===== config.mk =====
export PLATFORM = sky130hd
export DESIGN_NAME = imem_access_ctrl
export DESIGN_NICKNAME = d
export VERILOG_FILES = /design/src/rtl/imem_access_ctrl.sv
export SDC_FILE = /design/constraint.sdc
export NUM_CORES = 1
export LEC_CHECK = 0
export ABC_CLOCK_PERIOD_IN_PS = 2100
export CORE_ASPECT_RATIO = 0.75
export CORE_MARGIN = 5
export CORE_UTILIZATION = 25
export CTS_CLUSTER_SIZE = 16
export DETAILED_ROUTE_END_ITERATION = 8
export GPL_TIMING_DRIVEN = 0
export PLACE_DENSITY = 0.9
export RECOVER_POWER = 25
export SLEW_MARGIN = 20
export SYNTH_ARGS = -nofsm -noshare
export SYNTH_HDL_FRONTEND = slang
export SYNTH_SLANG_ARGS = --single-unit

===== constraint.sdc =====
create_clock -name clock -period 2.1 [get_ports clock]
set_input_delay 0.315 -clock clock [delete_from_list [all_inputs] [get_ports clock]]
set_output_delay 0.315 -clock clock [all_outputs]
set_load 0.005 [all_outputs]

===== src/rtl/imem_access_ctrl.sv =====
// Instruction memory port owner: boot-time program loader, then PC-to-word fetch path.
// A reload request drains the fetch path and restarts loading without a global reset.
module imem_access_ctrl #(
   parameter logic [31:0] BASE_ADDR  = 32'h0000_3000,
   parameter int unsigned DEPTH_LOG2 = 10
) (
   input  logic                  clock,
   input  logic                  reset,
   input  logic                  ld_valid,
   input  logic [31:0]           ld_data,
   input  logic                  ld_last,
   output logic                  ld_ready,
   input  logic                  reload_req,
   input  logic                  if_req,
   input  logic [31:0]           if_addr,
   output logic                  if_gnt,
   output logic                  if_valid,
   output logic [31:0]           if_ins,
   output logic                  if_err,
   output logic [DEPTH_LOG2-1:0] mem_addr,
   output logic                  mem_we,
   output logic [31:0]           mem_wdata,
   input  logic [31:0]           mem_rdata,
   output logic                  cpu_run,
   output logic [DEPTH_LOG2:0]   load_count,
   output logic                  ld_overflow
);

   localparam int unsigned Depth = 1 << DEPTH_LOG2;

   typedef enum logic [1:0] {StLoad, StRun, StDrain} state_e;

   state_e              state_q, state_d;
   logic [DEPTH_LOG2:0] count_q, count_d;
   logic                ovf_q, ovf_d;
   logic                valid_q, err_q;
   logic [31:0]         offset;
   logic                bad;
   logic                full;

   assign offset = if_addr - BASE_ADDR;
   assign bad    = (if_addr[1:0] != 2'b00) || (offset >= 32'(4 * Depth));
   // Count saturates at Depth, so the MSB alone marks a full memory.
   assign full   = count_q[DEPTH_LOG2];

   always_comb begin
      state_d   = state_q;
      count_d   = count_q;
      ovf_d     = ovf_q;
      ld_ready  = 1'b0;
      cpu_run   = 1'b0;
      if_gnt    = 1'b0;
      mem_we    = 1'b0;
      mem_addr  = '0;
      mem_wdata = ld_data;
      unique case (state_q)
         StLoad: begin
            ld_ready = !reset;
            mem_addr = count_q[DEPTH_LOG2-1:0];
            if (ld_valid && !reset) begin
               if (full) begin
                  ovf_d = 1'b1;
               end else begin
                  mem_we  = 1'b1;
                  count_d = count_q + 1'b1;
               end
               if (ld_last) state_d = StRun;
            end
         end
         StRun: begin
            cpu_run  = 1'b1;
            if_gnt   = if_req;
            mem_addr = offset[DEPTH_LOG2+1:2];
            if (reload_req) state_d = StDrain;
         end
         StDrain: begin
            state_d = StLoad;
            count_d = '0;
            ovf_d   = 1'b0;
         end
         default: state_d = StLoad;
      endcase
   end

   always_ff @(posedge clock or posedge reset) begin
      if (reset) begin
         state_q <= StLoad;
         count_q <= '0;
         ovf_q   <= 1'b0;
         valid_q <= 1'b0;
         err_q   <= 1'b0;
      end else begin
         state_q <= state_d;
         count_q <= count_d;
         ovf_q   <= ovf_d;
         valid_q <= if_gnt;
         err_q   <= if_gnt && bad;
      end
   end

   assign if_valid    = valid_q;
   assign if_err      = err_q;
   // Read data arrives one cycle after the address; bad fetches return the NOP encoding.
   assign if_ins      = (valid_q && !err_q) ? mem_rdata : 32'h0;
   assign load_count  = count_q;
   assign ld_overflow = ovf_q;

endmodule


; ---- Yosys cells after proc, flatten, opt, wreduce, memory -nomap -nowiden
; Index checks and enable logic that the tools add are counted.
[word_totals]
inputBits = 102
elab_cells = 47
regBits = 16
output_inout_bits = 92
[op_classes]
reduce_logical = 13
eq_ne = 7
add_sub_neg = 2
order_cmp = 1
n_mux = 18
[ops]
columns = cell, count
row1 = $ge A32 B13 Y1 const B, 1
row2 = $mux W32, 1
row3 = $sub A32 B14 Y32 const B, 1
row4 = $mux W11, 2
row5 = $pmux W11 S2, 1
row6 = $pmux W10 S2, 1
row7 = $add A11 B1 Y11 const B, 1
row8 = $ne A2 B2 Y1 const B, 5
row9 = $reduce_and A3 Y1, 3
row10 = $mux W1, 8
row11 = $mux W2, 3
row12 = $pmux W2 S2, 1
row13 = $reduce_bool A2 Y1, 2
row14 = $logic_and A1 B1 Y1, 3
row15 = $eq A2 B1 Y1 const B, 1
row16 = $eq A2 B2 Y1 const B, 1
row17 = $logic_not A1 Y1, 2
row18 = $logic_not A2 Y1, 1
row19 = $pmux W1 S2, 1
row20 = $reduce_and A2 Y1, 1
row21 = $logic_or A1 B1 Y1, 1

; ---- Logic depth before layout (Yosys ltp)
[depth]
ltp_word = 4
mapped_depth = 6
ltp_nobuf = 5

; ---- Worst setup path before layout
; OpenSTA, ideal clock, no wires.
[synth_timing]
kind = flip-flop to flip-flop
start = reg count_q[10] (netlist: load_count[10])
end = reg count_q[9] (netlist: load_count[9])
path_buffers = 0
arrival_ns = 1.383
stages_incl_launch_ff = 5
path_slack_ns = 0.592
required_time_ns = 1.975
setup_ns = 0.125
path_cell_list = dfrtp_1 > or3b_1 > nor3_2 > a41oi_1 > mux2_4
[synth_between]
elab_chain_cells = 2
[synth_rtl]
columns = element, line
row1 = "start, declared", 34  ; logic [DEPTH_LOG2:0] count_q, count_d;
row2 = "start signal, assigned", 94  ; count_q <= count_d;
row3 = $ne A2 B2 Y1 (no source line), --
row4 = $reduce_and A3 Y1 (no source line), --
; Every way passes these cells.
; A chain may end at the register's enable or synchronous reset.

; ---- Final worst setup path
[layout_timing]
start = in ld_valid
end = out mem_we
[layout_between]
elab_chain_cells = 3
[layout_rtl]
columns = element, line
row1 = "start, declared", 9  ; input logic ld_valid,
row2 = $logic_and A1 B1 Y1, 60  ; if (ld_valid && !reset) begin
row3 = $mux W1, 60
row4 = $mux W1, 56  ; unique case (state_q)
row5 = "end, declared", 21  ; output logic mem_we,
; Every way passes these cells.

==> key figures <==
Finish
  – Area Overhead vs Synth: 129%
  – Antenna diodes: 0
  – Fill cell instance count of the final layout: 485
  – # nets final: ~460
  – Final non-filler cell area: 3310 um2
  – Proportion of layout cells with a drive suffix above 1: 0.177

Setup path
  – Critical Path Sink Type: output port
  – Nature of the critical path startpoint: primary input
  – Type of the worst setup path: in2out
  – Critical-path top delay cell: clkdlybuf4s50_1
  – Ordered cell list for the critical path: clkdlybuf4s50_1 -> nor3b_4 -> nand2_2 -> inv_4 -> clkdlybuf4s50_1
  – Top cell family by delay on the critical path: buffers and inverters
  – Combined buffer and inverter count along the critical path: 3
  – Required @ worst endpoint: 1780 ps
  – Largest stage delay, worst path: 510 ps
  – Data arrival time of the critical path: roughly 1800 ps
  – CP most frequent cell: clkdlybuf4s50_1
  – Maximum fanout along the worst path: 6

Global route
  – Via count of the first global-routing pass: 1881
  – Pin count of the biggest net entering global routing: 17
  – Wire length of the first global-routing pass: 9630 um
  – Overall fraction of global-route tracks in use: 0.164
  – Total congestion overflow after global routing: 0
  – Antenna violations before repair: 0

Route
  – Final routed wirelength across all metal layers: 7060 um
  – Antenna violation net count after detailed routing: 0
  – Average wire length per cell after detail routing: 16.5 um
  – Via Count: around 1900
  – DR DRC count: 0
  – DRC marker count from the first detailed-route iteration: 81
  – Via density per instance: approximately 4.5
  – First-pass iteration count of the detailed router: 4

Worst hold path
  – Class of the most critical hold timing path: in2async

Synthesis
  – EDFF count, synth: 0
  – Async set-reset flop share out of synthesis: 1.00
  – Synth unique cells: 39
  – Count of mapped cells out of synthesis: 180
  – Number of register bits inferred by synthesis: 16
  – Flip-flop cell with the highest count after synthesis: dfrtp_1
  – Sequential-to-total area share from yosys stat: 0.277
  – Cell area after synthesis: between 1000 and 1500 um2
  – Yosys warning count: 0
  – Post-synthesis net count: 283
  – Average cell area after synthesis: 8.04 um2

Flow run
  – Maxcap violations: 0

Timing
  – Worst clock skew: 6.07 ps
  – Worst slew slack as a fraction of its limit: 0.575
  – Smallest setup slack after layout: -2.84 ps
  – Final hold violations: 0
  – Maximum clock rate: approximately 480 MHz
  – Final max-slew violation count: 0
  – Final setup violating endpoints: 1
  – Portion of the clock cycle consumed by the worst path in the final layout: 1.00
  – Worst-Margin Slew: 637 ps
  – Clock period minus worst slack: ~2100 ps

Floorplan
  – Width of the chip: around 98 um
  – Floorplan die height: 75.9 um
  – Number of rows in the core area: 24
  – CORE AREA: 5710 um2
  – Starting density of the core: 0.254
  – Top-level port count: roughly 190
  – Die ar.: 7420 um2

Placed design
  – PortBufs: approximately 160
  – Half-perimeter wire length after placement: 5950 um
  – Routability Congestion: around 0.86
  – Post-DP Area: 3160 um2

Power and ir drop
  – Peak supply drop: roughly 0.18 mV
  – Total power: 1.29 mW
  – Leak Pwr: 1.39 nW
  – Pwr dens: about 400 nW/um2

Clocking
  – CTS sink count: 16
  – Total CTS buffers: 3
  – Clock latency of the later-clocked register in the worst-skew pair: 250 ps
  – Max clock buf depth: 2
  – Clock input transition at the sequential cells of the worst setup and hold paths: 60 ps
  – Buffer type at the clock tree root: clkbuf_8
  – # H-tree levels: 1
  – Clock tree from TritonCTS: yes

Status
  – Failing checks: negative setup slack
  – Run status: complete, but fails checks
-- Yosys cell counts, drive strengths merged (2+ instances only) --
library cell | instances | area share
dfrtp | 16 | 0.28
nor4 | 3 | 0.013
and2 | 35 | 0.15
nor2b | 3 | 0.013
nand3 | 3 | 0.010
nor3b | 2 | 0.010
nor2 | 17 | 0.044
buf | 34 | 0.17
and3 | 2 | 0.0086
inv | 4 | 0.010
nor3 | 4 | 0.017
nand4 | 3 | 0.013
mux2i | 10 | 0.069
a21oi | 2 | 0.0069
a31oi | 4 | 0.017
and4 | 2 | 0.013
xor2 | 2 | 0.012
nand2 | 10 | 0.026
o21ai | 5 | 0.017
clkbuf | 5 | 0.013
-- flip-flops by register name, indices dropped and copies added (netlist names) --
| signal | flops |
|---|---|
| if_err | 1 |
| state_q | 2 |
| ld_overflow | 1 |
| load_count | 11 |
| if_valid | 1 |
-- stage by stage --
step / TNS, ps / hold WS (ps) / util / instances / worst slack [ps]
floorplan: 0 / 229 / - / 180 / 592
global placement: -383 / 520 / 0.553 / 419 / -383
detailed placement: -447 / 533 / 0.553 / 419 / -447
CTS: 0 / 398 / 0.566 / 423 / 2.65
global route: -16.2 / 479 / 0.580 / 429 / -16.2
finish: -2.84 / 419 / 0.580 / 429 / -2.84
-- layout by cell type, fill, tap and decap left out, types with 2 or more instances in the layout --
master and count:
mux2i_1 10, clkdlybuf4s50_1 148, dfrtp_1 15, clkbuf_4 2, nand2_1 9, clkbuf_8 3
buf_2 2, nor2b_1 2, a31oi_1 4, and2_1 34, nand3_1 3, dlygate4sd3_1 12
and3_1 2, buf_4 41, nor3_1 3, xor2_1 2, inv_1 2, nor2_1 15
o21ai_0 5, nor4_1 3, a21oi_1 2, nand4_1 3
-- cells by family after synthesis --
| family | Yosys count | synth area share |
|---|---|---|
| xor gates and xnor gates | 2 | 0.0121 |
| and+or+nand+nor | 88 | 0.340 |
| AOI/OAI and AO/OA | 19 | 0.0874 |
| DFF | 16 | 0.277 |
| adders and majority gates | 1 | 0.00865 |
| buffers and inverters | 43 | 0.195 |
| muxes | 11 | 0.0796 |
-- final timing paths --
check / endpoint / cells past startpoint / slack, ps / from
setup / recovery: mem_we / 5 / -3 / ld_valid
hold / removal: load_count[7]$_DFFE_PP0P_ / 2 / 420 / reset
setup reg to reg: load_count[9]$_DFFE_PP0P_ / 4 / 410 / load_count[10]$_DFFE_PP0P_
hold reg to reg: ld_overflow$_DFFE_PP0P_ / 2 / 550 / ld_overflow$_DFFE_PP0P_
max in group asynchronous: state_q[0]$_DFFE_PP0P_ / 2 / 1240 / reset
min in group clock: ld_overflow$_DFFE_PP0P_ / 2 / 550 / ld_overflow$_DFFE_PP0P_
-- repair_timing --
action,CTS,global route
setup buffers,2,6
gates resized for setup,11,15
pin swaps,1,0
endpoints found under the setup margin,43,42
hold buffers,0,0
-- per-layer routing --
layer,part of all wire,vias to the layer above,global-route usage
met2,0.50,119,0.270
met5,0,-,0
met1,0.39,872,0.207
li1,-,916,-
met4,0.033,0,0.0722
met3,0.081,17,0.0403
-- where the power goes --
group	switching (mW)	internal, mW
Combinational	0.211	0.440
Clock	0.0950	0.127
Sequential	0.0720	0.343
Total	0.378	0.909
-- layout make-up --
class / instances / area, um2 / area share
buffer: 38 / 278 / 0.0840
clock buffer: 3 / 41.3 / 0.0125
inverter: 4 / 21.3 / 0.00643
multi-input combinational: 121 / 797 / 0.241
sequential: 16 / 402 / 0.121
tap: 78 / 97.6 / 0.0295
timing repair buffer: 169 / 1670 / 0.505
(Power assumes the default switching activity.)
